File: src/rtl/mem_pkg.sv
// Shared encodings and helpers for the IF/LS data-RAM arbiter.
package mem_pkg;

    localparam logic [1:0] SZ_B = 2'd0;
    localparam logic [1:0] SZ_H = 2'd1;
    localparam logic [1:0] SZ_W = 2'd2;

    localparam int RAM_LAT_MIN = 1;
    localparam int RAM_LAT_MAX = 4;

    typedef enum logic {ST_IDLE = 1'b0, ST_WAIT = 1'b1} state_e;
    typedef enum logic {OWN_IF = 1'b0, OWN_LS = 1'b1} owner_e;

    // Size code 3 falls into the word case on purpose.
    function automatic logic [3:0] be_calc(input logic [1:0] size, input logic [1:0] off);
        logic [3:0] be;
        case (size)
            SZ_B:    be = 4'b0001 << off;
            SZ_H:    be = 4'b0011 << off;
            default: be = 4'b1111;
        endcase
        return be;
    endfunction

endpackage

File: src/rtl/mem_arbiter_if.sv
// Request, response and RAM-side bundle of the memory arbiter.
interface mem_arbiter_if #(
    parameter int ADDR_W = 32,
    parameter int DATA_W = 32
);
    logic              if_req_i;
    logic [ADDR_W-1:0] if_addr_i;
    logic              if_gnt_o;
    logic              if_rvalid_o;
    logic [DATA_W-1:0] if_rdata_o;
    logic              ls_req_i;
    logic              ls_we_i;
    logic [1:0]        ls_size_i;
    logic [ADDR_W-1:0] ls_addr_i;
    logic [DATA_W-1:0] ls_wdata_i;
    logic              ls_gnt_o;
    logic              ls_rvalid_o;
    logic [DATA_W-1:0] ls_rdata_o;
    logic              ls_err_o;
    logic              ram_en_o;
    logic              ram_we_o;
    logic [3:0]        ram_be_o;
    logic [ADDR_W-1:0] ram_addr_o;
    logic [DATA_W-1:0] ram_wdata_o;
    logic [DATA_W-1:0] ram_rdata_i;
    logic              stall_o;

    modport slave (
        input  if_req_i, if_addr_i, ls_req_i, ls_we_i, ls_size_i, ls_addr_i, ls_wdata_i, ram_rdata_i,
        output if_gnt_o, if_rvalid_o, if_rdata_o, ls_gnt_o, ls_rvalid_o, ls_rdata_o, ls_err_o,
               ram_en_o, ram_we_o, ram_be_o, ram_addr_o, ram_wdata_o, stall_o
    );

    modport master (
        output if_req_i, if_addr_i, ls_req_i, ls_we_i, ls_size_i, ls_addr_i, ls_wdata_i, ram_rdata_i,
        input  if_gnt_o, if_rvalid_o, if_rdata_o, ls_gnt_o, ls_rvalid_o, ls_rdata_o, ls_err_o,
               ram_en_o, ram_we_o, ram_be_o, ram_addr_o, ram_wdata_o, stall_o
    );
endinterface

File: src/rtl/mem_lane_align.sv
// Byte-lane steering: enables, write/read shifts and misalignment detect.
module mem_lane_align
    import mem_pkg::*;
#(
    parameter int DATA_W = 32
) (
    input  logic [1:0]        off_i,
    input  logic [1:0]        size_i,
    input  logic [DATA_W-1:0] wdata_i,
    input  logic [DATA_W-1:0] rdata_i,
    output logic [3:0]        be_o,
    output logic [DATA_W-1:0] wdata_o,
    output logic [DATA_W-1:0] rdata_o,
    output logic              misalign_o
);
    logic [4:0] shamt_s;

    assign shamt_s = {off_i, 3'b000};

    // Lane enables, shifted data and natural-alignment check.
    always_comb begin
        be_o    = be_calc(size_i, off_i);
        wdata_o = wdata_i << shamt_s;
        rdata_o = rdata_i >> shamt_s;
        case (size_i)
            SZ_B:    misalign_o = 1'b0;
            SZ_H:    misalign_o = off_i[0];
            default: misalign_o = (off_i != 2'b00);
        endcase
    end
endmodule

File: src/rtl/mem_arbiter.sv
// Single-port data-RAM arbiter for the fetch and load/store ports.
// Define MEM_ARB_RR_EN for round-robin on contention (default: LS priority).
module mem_arbiter
    import mem_pkg::*;
#(
    parameter int ADDR_W  = 32,
    parameter int DATA_W  = 32,
    parameter int RAM_LAT = 1
) (
    input  logic          clk_i,
    input  logic          rst_i,
    mem_arbiter_if.slave  bus
);
    localparam int LAT_C = (RAM_LAT < RAM_LAT_MIN) ? RAM_LAT_MIN :
                           (RAM_LAT > RAM_LAT_MAX) ? RAM_LAT_MAX : RAM_LAT;
    localparam logic [2:0] LAT_LD = 3'(LAT_C);

    state_e            state_q, state_d;
    logic [2:0]        cnt_q, cnt_d;
    owner_e            owner_q, owner_d;
    logic              we_q, we_d;
    logic [1:0]        off_q, off_d, size_q, size_d;
    logic [DATA_W-1:0] if_rdata_q, ls_rdata_q;
    logic              done_s, free_s, pick_ls_s, gnt_if_s, gnt_ls_s, gnt_s;
    logic              if_rvalid_s, ls_rvalid_s, req_mis_s, ret_mis_s;
    logic [3:0]        req_be_s, ret_be_s;
    logic [DATA_W-1:0] req_wdata_s, req_rdata_s, ret_wdata_s, ret_rdata_s, ls_ret_s;
    logic              unused_s;

`ifdef MEM_ARB_RR_EN
    owner_e            ptr_q, ptr_d;
`endif

    mem_lane_align #(.DATA_W(DATA_W)) u_req_align (
        .off_i(bus.ls_addr_i[1:0]), .size_i(bus.ls_size_i), .wdata_i(bus.ls_wdata_i),
        .rdata_i({DATA_W{1'b0}}), .be_o(req_be_s), .wdata_o(req_wdata_s),
        .rdata_o(req_rdata_s), .misalign_o(req_mis_s)
    );

    mem_lane_align #(.DATA_W(DATA_W)) u_ret_align (
        .off_i(off_q), .size_i(size_q), .wdata_i({DATA_W{1'b0}}),
        .rdata_i(bus.ram_rdata_i), .be_o(ret_be_s), .wdata_o(ret_wdata_s),
        .rdata_o(ret_rdata_s), .misalign_o(ret_mis_s)
    );

    // Grant decision: a slot is free in IDLE or in the cycle a response completes.
    always_comb begin
        done_s = (state_q == ST_WAIT) && (cnt_q == 3'd1);
        free_s = rst_i && ((state_q == ST_IDLE) || done_s);
`ifdef MEM_ARB_RR_EN
        pick_ls_s = bus.ls_req_i && (!bus.if_req_i || (ptr_q == OWN_LS));
`else
        pick_ls_s = bus.ls_req_i;
`endif
        gnt_ls_s = free_s && pick_ls_s;
        gnt_if_s = free_s && bus.if_req_i && !pick_ls_s;
        gnt_s    = gnt_ls_s || gnt_if_s;
    end

    // RAM strobe; a misaligned LS grant is accepted but never reaches the RAM.
    always_comb begin
        bus.ram_en_o    = 1'b0;
        bus.ram_we_o    = 1'b0;
        bus.ram_be_o    = 4'b0000;
        bus.ram_addr_o  = {ADDR_W{1'b0}};
        bus.ram_wdata_o = {DATA_W{1'b0}};
        if (gnt_ls_s && !req_mis_s) begin
            bus.ram_en_o    = 1'b1;
            bus.ram_we_o    = bus.ls_we_i;
            bus.ram_be_o    = req_be_s;
            bus.ram_addr_o  = {bus.ls_addr_i[ADDR_W-1:2], 2'b00};
            bus.ram_wdata_o = bus.ls_we_i ? req_wdata_s : {DATA_W{1'b0}};
        end else if (gnt_if_s) begin
            bus.ram_en_o    = 1'b1;
            bus.ram_be_o    = 4'b1111;
            bus.ram_addr_o  = {bus.if_addr_i[ADDR_W-1:2], 2'b00};
        end else begin
            bus.ram_en_o    = 1'b0;
        end
    end

    // FSM next state and per-transaction context captured at grant.
    always_comb begin
        state_d = state_q;
        cnt_d   = cnt_q;
        case (state_q)
            ST_IDLE: begin
                if (gnt_s) begin
                    state_d = ST_WAIT;
                    cnt_d   = LAT_LD;
                end else begin
                    state_d = ST_IDLE;
                end
            end
            ST_WAIT: begin
                cnt_d = cnt_q - 3'd1;
                if (done_s && gnt_s) begin
                    cnt_d = LAT_LD;
                end else if (done_s) begin
                    state_d = ST_IDLE;
                end else begin
                    state_d = ST_WAIT;
                end
            end
            default: begin
                state_d = ST_IDLE;
                cnt_d   = 3'd0;
            end
        endcase
        if (gnt_s) begin
            owner_d = gnt_ls_s ? OWN_LS : OWN_IF;
            we_d    = gnt_ls_s && bus.ls_we_i;
            off_d   = gnt_ls_s ? bus.ls_addr_i[1:0] : 2'b00;
            size_d  = gnt_ls_s ? bus.ls_size_i : SZ_W;
        end else begin
            owner_d = owner_q;
            we_d    = we_q;
            off_d   = off_q;
            size_d  = size_q;
        end
    end

`ifdef MEM_ARB_RR_EN
    // Pointer moves only when both ports competed for the slot.
    always_comb begin
        if (gnt_s && bus.if_req_i && bus.ls_req_i) begin
            ptr_d = gnt_ls_s ? OWN_IF : OWN_LS;
        end else begin
            ptr_d = ptr_q;
        end
    end

    // Round-robin pointer register.
    always_ff @(posedge clk_i or negedge rst_i) begin
        if (!rst_i) begin
            ptr_q <= OWN_LS;
        end else begin
            ptr_q <= ptr_d;
        end
    end
`endif

    assign if_rvalid_s = done_s && (owner_q == OWN_IF);
    assign ls_rvalid_s = done_s && (owner_q == OWN_LS);
    assign ls_ret_s    = (we_q || ret_mis_s) ? {DATA_W{1'b0}} : ret_rdata_s;

    assign bus.if_gnt_o    = gnt_if_s;
    assign bus.ls_gnt_o    = gnt_ls_s;
    assign bus.stall_o     = rst_i && ((bus.if_req_i && !gnt_if_s) || (bus.ls_req_i && !gnt_ls_s));
    assign bus.if_rvalid_o = if_rvalid_s;
    assign bus.ls_rvalid_o = ls_rvalid_s;
    assign bus.ls_err_o    = ls_rvalid_s && ret_mis_s;
    assign bus.if_rdata_o  = if_rvalid_s ? bus.ram_rdata_i : if_rdata_q;
    assign bus.ls_rdata_o  = ls_rvalid_s ? ls_ret_s : ls_rdata_q;

    assign unused_s = ^{req_rdata_s, ret_be_s, ret_wdata_s, bus.if_addr_i[1:0]};

    // State, counter, context and held read data.
    always_ff @(posedge clk_i or negedge rst_i) begin
        if (!rst_i) begin
            state_q    <= ST_IDLE;
            cnt_q      <= 3'd0;
            owner_q    <= OWN_IF;
            we_q       <= 1'b0;
            off_q      <= 2'b00;
            size_q     <= SZ_W;
            if_rdata_q <= {DATA_W{1'b0}};
            ls_rdata_q <= {DATA_W{1'b0}};
        end else begin
            state_q    <= state_d;
            cnt_q      <= cnt_d;
            owner_q    <= owner_d;
            we_q       <= we_d;
            off_q      <= off_d;
            size_q     <= size_d;
            if_rdata_q <= bus.if_rdata_o;
            ls_rdata_q <= bus.ls_rdata_o;
        end
    end
endmodule

File: src/flat_wrapper.sv
// flat-port wrapper written by rule: the top's interface ports become plain ports
module mem_arbiter_flat import mem_pkg::*;
#(
    parameter int ADDR_W  = 32,
    parameter int DATA_W  = 32,
    parameter int RAM_LAT = 1
)
  (clk_i, rst_i, bus_if_req_i, bus_if_addr_i, bus_ls_req_i, bus_ls_we_i, bus_ls_size_i, bus_ls_addr_i, bus_ls_wdata_i, bus_ram_rdata_i, bus_if_gnt_o, bus_if_rvalid_o, bus_if_rdata_o, bus_ls_gnt_o, bus_ls_rvalid_o, bus_ls_rdata_o, bus_ls_err_o, bus_ram_en_o, bus_ram_we_o, bus_ram_be_o, bus_ram_addr_o, bus_ram_wdata_o, bus_stall_o);
  mem_arbiter_if #(.ADDR_W(ADDR_W), .DATA_W(DATA_W)) bus_i ();
  input  logic clk_i;
  input  logic rst_i;
  input wire logic [$bits(bus_i.if_req_i)-1:0] bus_if_req_i;
  input wire logic [$bits(bus_i.if_addr_i)-1:0] bus_if_addr_i;
  input wire logic [$bits(bus_i.ls_req_i)-1:0] bus_ls_req_i;
  input wire logic [$bits(bus_i.ls_we_i)-1:0] bus_ls_we_i;
  input wire logic [$bits(bus_i.ls_size_i)-1:0] bus_ls_size_i;
  input wire logic [$bits(bus_i.ls_addr_i)-1:0] bus_ls_addr_i;
  input wire logic [$bits(bus_i.ls_wdata_i)-1:0] bus_ls_wdata_i;
  input wire logic [$bits(bus_i.ram_rdata_i)-1:0] bus_ram_rdata_i;
  output wire logic [$bits(bus_i.if_gnt_o)-1:0] bus_if_gnt_o;
  output wire logic [$bits(bus_i.if_rvalid_o)-1:0] bus_if_rvalid_o;
  output wire logic [$bits(bus_i.if_rdata_o)-1:0] bus_if_rdata_o;
  output wire logic [$bits(bus_i.ls_gnt_o)-1:0] bus_ls_gnt_o;
  output wire logic [$bits(bus_i.ls_rvalid_o)-1:0] bus_ls_rvalid_o;
  output wire logic [$bits(bus_i.ls_rdata_o)-1:0] bus_ls_rdata_o;
  output wire logic [$bits(bus_i.ls_err_o)-1:0] bus_ls_err_o;
  output wire logic [$bits(bus_i.ram_en_o)-1:0] bus_ram_en_o;
  output wire logic [$bits(bus_i.ram_we_o)-1:0] bus_ram_we_o;
  output wire logic [$bits(bus_i.ram_be_o)-1:0] bus_ram_be_o;
  output wire logic [$bits(bus_i.ram_addr_o)-1:0] bus_ram_addr_o;
  output wire logic [$bits(bus_i.ram_wdata_o)-1:0] bus_ram_wdata_o;
  output wire logic [$bits(bus_i.stall_o)-1:0] bus_stall_o;
  assign bus_i.if_req_i = bus_if_req_i;
  assign bus_i.if_addr_i = bus_if_addr_i;
  assign bus_i.ls_req_i = bus_ls_req_i;
  assign bus_i.ls_we_i = bus_ls_we_i;
  assign bus_i.ls_size_i = bus_ls_size_i;
  assign bus_i.ls_addr_i = bus_ls_addr_i;
  assign bus_i.ls_wdata_i = bus_ls_wdata_i;
  assign bus_i.ram_rdata_i = bus_ram_rdata_i;
  assign bus_if_gnt_o = bus_i.if_gnt_o;
  assign bus_if_rvalid_o = bus_i.if_rvalid_o;
  assign bus_if_rdata_o = bus_i.if_rdata_o;
  assign bus_ls_gnt_o = bus_i.ls_gnt_o;
  assign bus_ls_rvalid_o = bus_i.ls_rvalid_o;
  assign bus_ls_rdata_o = bus_i.ls_rdata_o;
  assign bus_ls_err_o = bus_i.ls_err_o;
  assign bus_ram_en_o = bus_i.ram_en_o;
  assign bus_ram_we_o = bus_i.ram_we_o;
  assign bus_ram_be_o = bus_i.ram_be_o;
  assign bus_ram_addr_o = bus_i.ram_addr_o;
  assign bus_ram_wdata_o = bus_i.ram_wdata_o;
  assign bus_stall_o = bus_i.stall_o;
  mem_arbiter #(.ADDR_W(ADDR_W), .DATA_W(DATA_W), .RAM_LAT(RAM_LAT)) u_core (.clk_i(clk_i), .rst_i(rst_i), .bus(bus_i));
endmodule
File: config.mk
export PLATFORM = sky130hd
export DESIGN_NAME = mem_arbiter_flat
export DESIGN_NICKNAME = d
export VERILOG_FILES = /design/src/rtl/mem_pkg.sv /design/src/rtl/mem_arbiter_if.sv /design/src/rtl/mem_lane_align.sv /design/src/rtl/mem_arbiter.sv /design/src/flat_wrapper.sv
export SDC_FILE = /design/constraint.sdc
export NUM_CORES = 1
export LEC_CHECK = 0
export CORE_MARGIN = 2
export CORE_UTILIZATION = 40
export DETAILED_ROUTE_END_ITERATION = 10
export MAX_ROUTING_LAYER = met4
export PLACE_DENSITY = 0.86
export SLEW_MARGIN = 30
export SYNTH_ARGS = -nofsm -noshare
export SYNTH_HDL_FRONTEND = slang
export SYNTH_SLANG_ARGS = --single-unit
File: constraint.sdc
create_clock -name clk_i -period 5.8 [get_ports clk_i]
set_input_delay 0.87 -clock clk_i [delete_from_list [all_inputs] [get_ports clk_i]]
set_output_delay 0.87 -clock clk_i [all_outputs]
set_load 0.005 [all_outputs]
==> results.ini <==
[run_status]
status = complete, no violations

[clocking]
ctsResizeCount = 0
clk_latency_ps = 350
cts_setup_buffers = 0
clk_pin_slew_ps = 80
htree_levels = 3
cts-buffers-inserted = 9
clock_sinks = 74
cts.hold.buffers_added = 0
clockBufferDepth = 2
tritoncts = done
root_buffer = clkbuf_8

[route]
vias = 4484
viasPerCell = 5.35
remaining_drc_errors = 0
wl_per_cell_microns = 19.1
drtIter0Drc = 353
antenna_left = 0
first_pass_iters = 6
finalWirelength_microns = 16000

[worst_setup_path]
r2r-start = u_core.cnt_q[1]$_DFFE_PN0P_
cp_data_arrival_time_ps = 3510
crit_fanout = 31
end_kind = primary output
cp_data_required_time_ps = 4930
path_class = input pin to primary output
startpoint_type = input pin
worst-r2r-cell-count = 6
r2r_setup_slack_ps = 3260
r2r_end = u_core.ls_rdata_q[21]$_DFF_PN0_

[timing]
timing.setup.tns_ps = 0
tightestPinTransition_ps = 948
final_min_period_over_clock_period_pct = 75.5
finalClockSkew_ps = 7.47
period_minus_slack_ps = 4380
finalSetupViolCount = 0
report.final.slew_viol_count = 0
hold_violations = 0
timing.fmax_ghz = 0.228
relSlewSlack_pct = 36.7
rsz0062_at_grt = no

[layout]
antenna_cells = 0
syn2layout_area_growth_pct = 67.7
multi_input_area_sq_um = 2330
ff_latch_area_sq_um = 1850
final_cell_mix = 269 x clkdlybuf4s50_1, 73 x dfrtp_1, 48 x nand2_1
final_cells = 838
drive_gt1_share_pct = 9.89
layout.nets = 830
stdcell_area_sq_um = 7390
nFillCells = 805
mostFrequentLayoutCell = clkdlybuf4s50_1

[synthesis]
yosysUniqueCellTypes = 49
syn_inst = 440
synth_area_sq_um = 4410
synth_ff_type = dfrtp_1
synthArstFlopShare_pct = 100
synth_area_per_cell_sq_um = 10.0
synth_seq_cells = 74
synth_edf_count = 0
seq_area_frac_synth_pct = 42.0
yosysWarnings = 0

[die]
core_sq_um = 10800
die_area_sq_um = 11900
rows = 38
dieWidth_microns = 109
start_util_pct = 40.8
die_y_microns = 109
io_pins = 275

[placed_design]
dp_hpwl_microns = 12200
place_area_sq_um = 7140
dp_cells = 822
port_buffers = 270
globalplace.congestion = 0.937

[power]
p_per_area_nw_per_um2 = 408
leakage_nw = 3.04
vdd_drop_max_v = 0.000326

[global_route]
grt_overflow = 0
grt_pass1_wl_microns = 24200
grt_max_degree = 78
antenna_found_initial = 0
first_global_vias = 4551
grt_util_all_layers_pct = 27.4

[hold_path]
min_path_type = input pin to asynchronous set/reset pin

[job]
drv_cap = 0

## critical path, stage by stage
cell and delay [ps]:
clkdlybuf4s50_1 540, nor2_1 200, nand3_1 240, inv_1 770
a22o_1 260, clkdlybuf4s50_1 620
## layer usage
layer | global-route usage, % | routed length, microns
met1 | 35.3 | 6700
met2 | 43.9 | 7900
met3 | 5.74 | 1070
met4 | 7.69 | 363
met5 | - | 0
## cell families after synthesis
family                   count (synthesis)  synth area share (%)
AO/OA/AOI/OAI                          122                  21.6
XOR/XNOR                                 1                 0.199
AND/OR/NAND/NOR                        129                  14.4
multiplexers                            64                  15.4
adder cells (fa/ha/maj)                  3                 0.795
buffers and inverters                   46                  5.39
other                                    1                0.0851
flip-flops                              74                  42.1
## cell usage after synthesis, types with 4 or more instances
library cell	count	share of area, %
clkbuf_1	11	0.94
a22o_1	41	8.1
nor2b_1	18	2.6
buf_4	4	0.68
and2_1	8	1.1
nor2_1	32	2.7
a211o_1	8	1.6
nand2_1	48	4.1
dfrtp_1	73	41
a21oi_1	15	1.7
nand3_1	9	1.0
buf_2	14	1.6
a32o_1	8	1.8
buf_6	4	1.0
mux2i_1	32	7.3
o21ai_0	13	1.5
inv_1	8	0.68
a211oi_1	18	3.1
mux2_2	30	7.7
o21ai_2	8	1.6
## area by class of cell
| type | instances | share of cell area, % |
|---|---|---|
| clock buffers | 10 | 1.73 |
| clock inverters | 6 | 1.56 |
| inverters | 11 | 0.593 |
| multi-input cells | 321 | 31.5 |
| flip-flops and latches | 74 | 25.1 |
| well taps | 140 | 2.37 |
| repair buffers | 276 | 37.2 |
## worst max path at each step
| stage | endpoint | cells after the start | startpoint |
|---|---|---|---|
| after floorplan | bus_ram_wdata_o[30] | 6 | bus_ls_size_i[1] |
| after global placement | bus_ram_addr_o[4] | 6 | bus_ls_req_i |
| after detailed placement | bus_ram_addr_o[4] | 6 | bus_ls_req_i |
| after CTS | bus_ram_addr_o[4] | 6 | bus_ls_req_i |
| after global routing | bus_ram_addr_o[4] | 6 | bus_ls_req_i |
| final | bus_ram_addr_o[4] | 6 | bus_ls_req_i |
## metrics by stage
| stage | hold WS, ps | setup slack [ps] | total power [mW] | utilization [%] |
|---|---|---|---|---|
| after floorplan | 452 | 2950 | 1.63 | - |
| after global placement | 449 | 1600 | 2.47 | 66.1 |
| after detailed placement | 458 | 1460 | 2.53 | 66.2 |
| after CTS | 292 | 1460 | 3.03 | 68.4 |
| after global routing | 285 | 1310 | 3.19 | 68.5 |
| final | 308 | 1420 | 3.01 | 68.5 |
## registers in the layout, indices dropped and copies added, names as in the netlist
name and count:
u_core.ls_rdata_q 32, u_core.we_q 1, u_core.off_q 2, u_core.if_rdata_q 32
u_core.cnt_q 3, u_core.owner_q 1, u_core.state_q 1, u_core.size_q 2
## report_power, final
| part | leakage (nW) | switching, mW | internal (mW) | total [mW] |
|---|---|---|---|---|
| combinational | 2.00 | 0.701 | 0.961 | 1.66 |
| clock | 0.117 | 0.197 | 0.287 | 0.484 |
| sequential | 0.924 | 0.111 | 0.757 | 0.868 |
| total | 3.04 | 1.01 | 2.00 | 3.01 |
(Power assumes the default switching activity.)
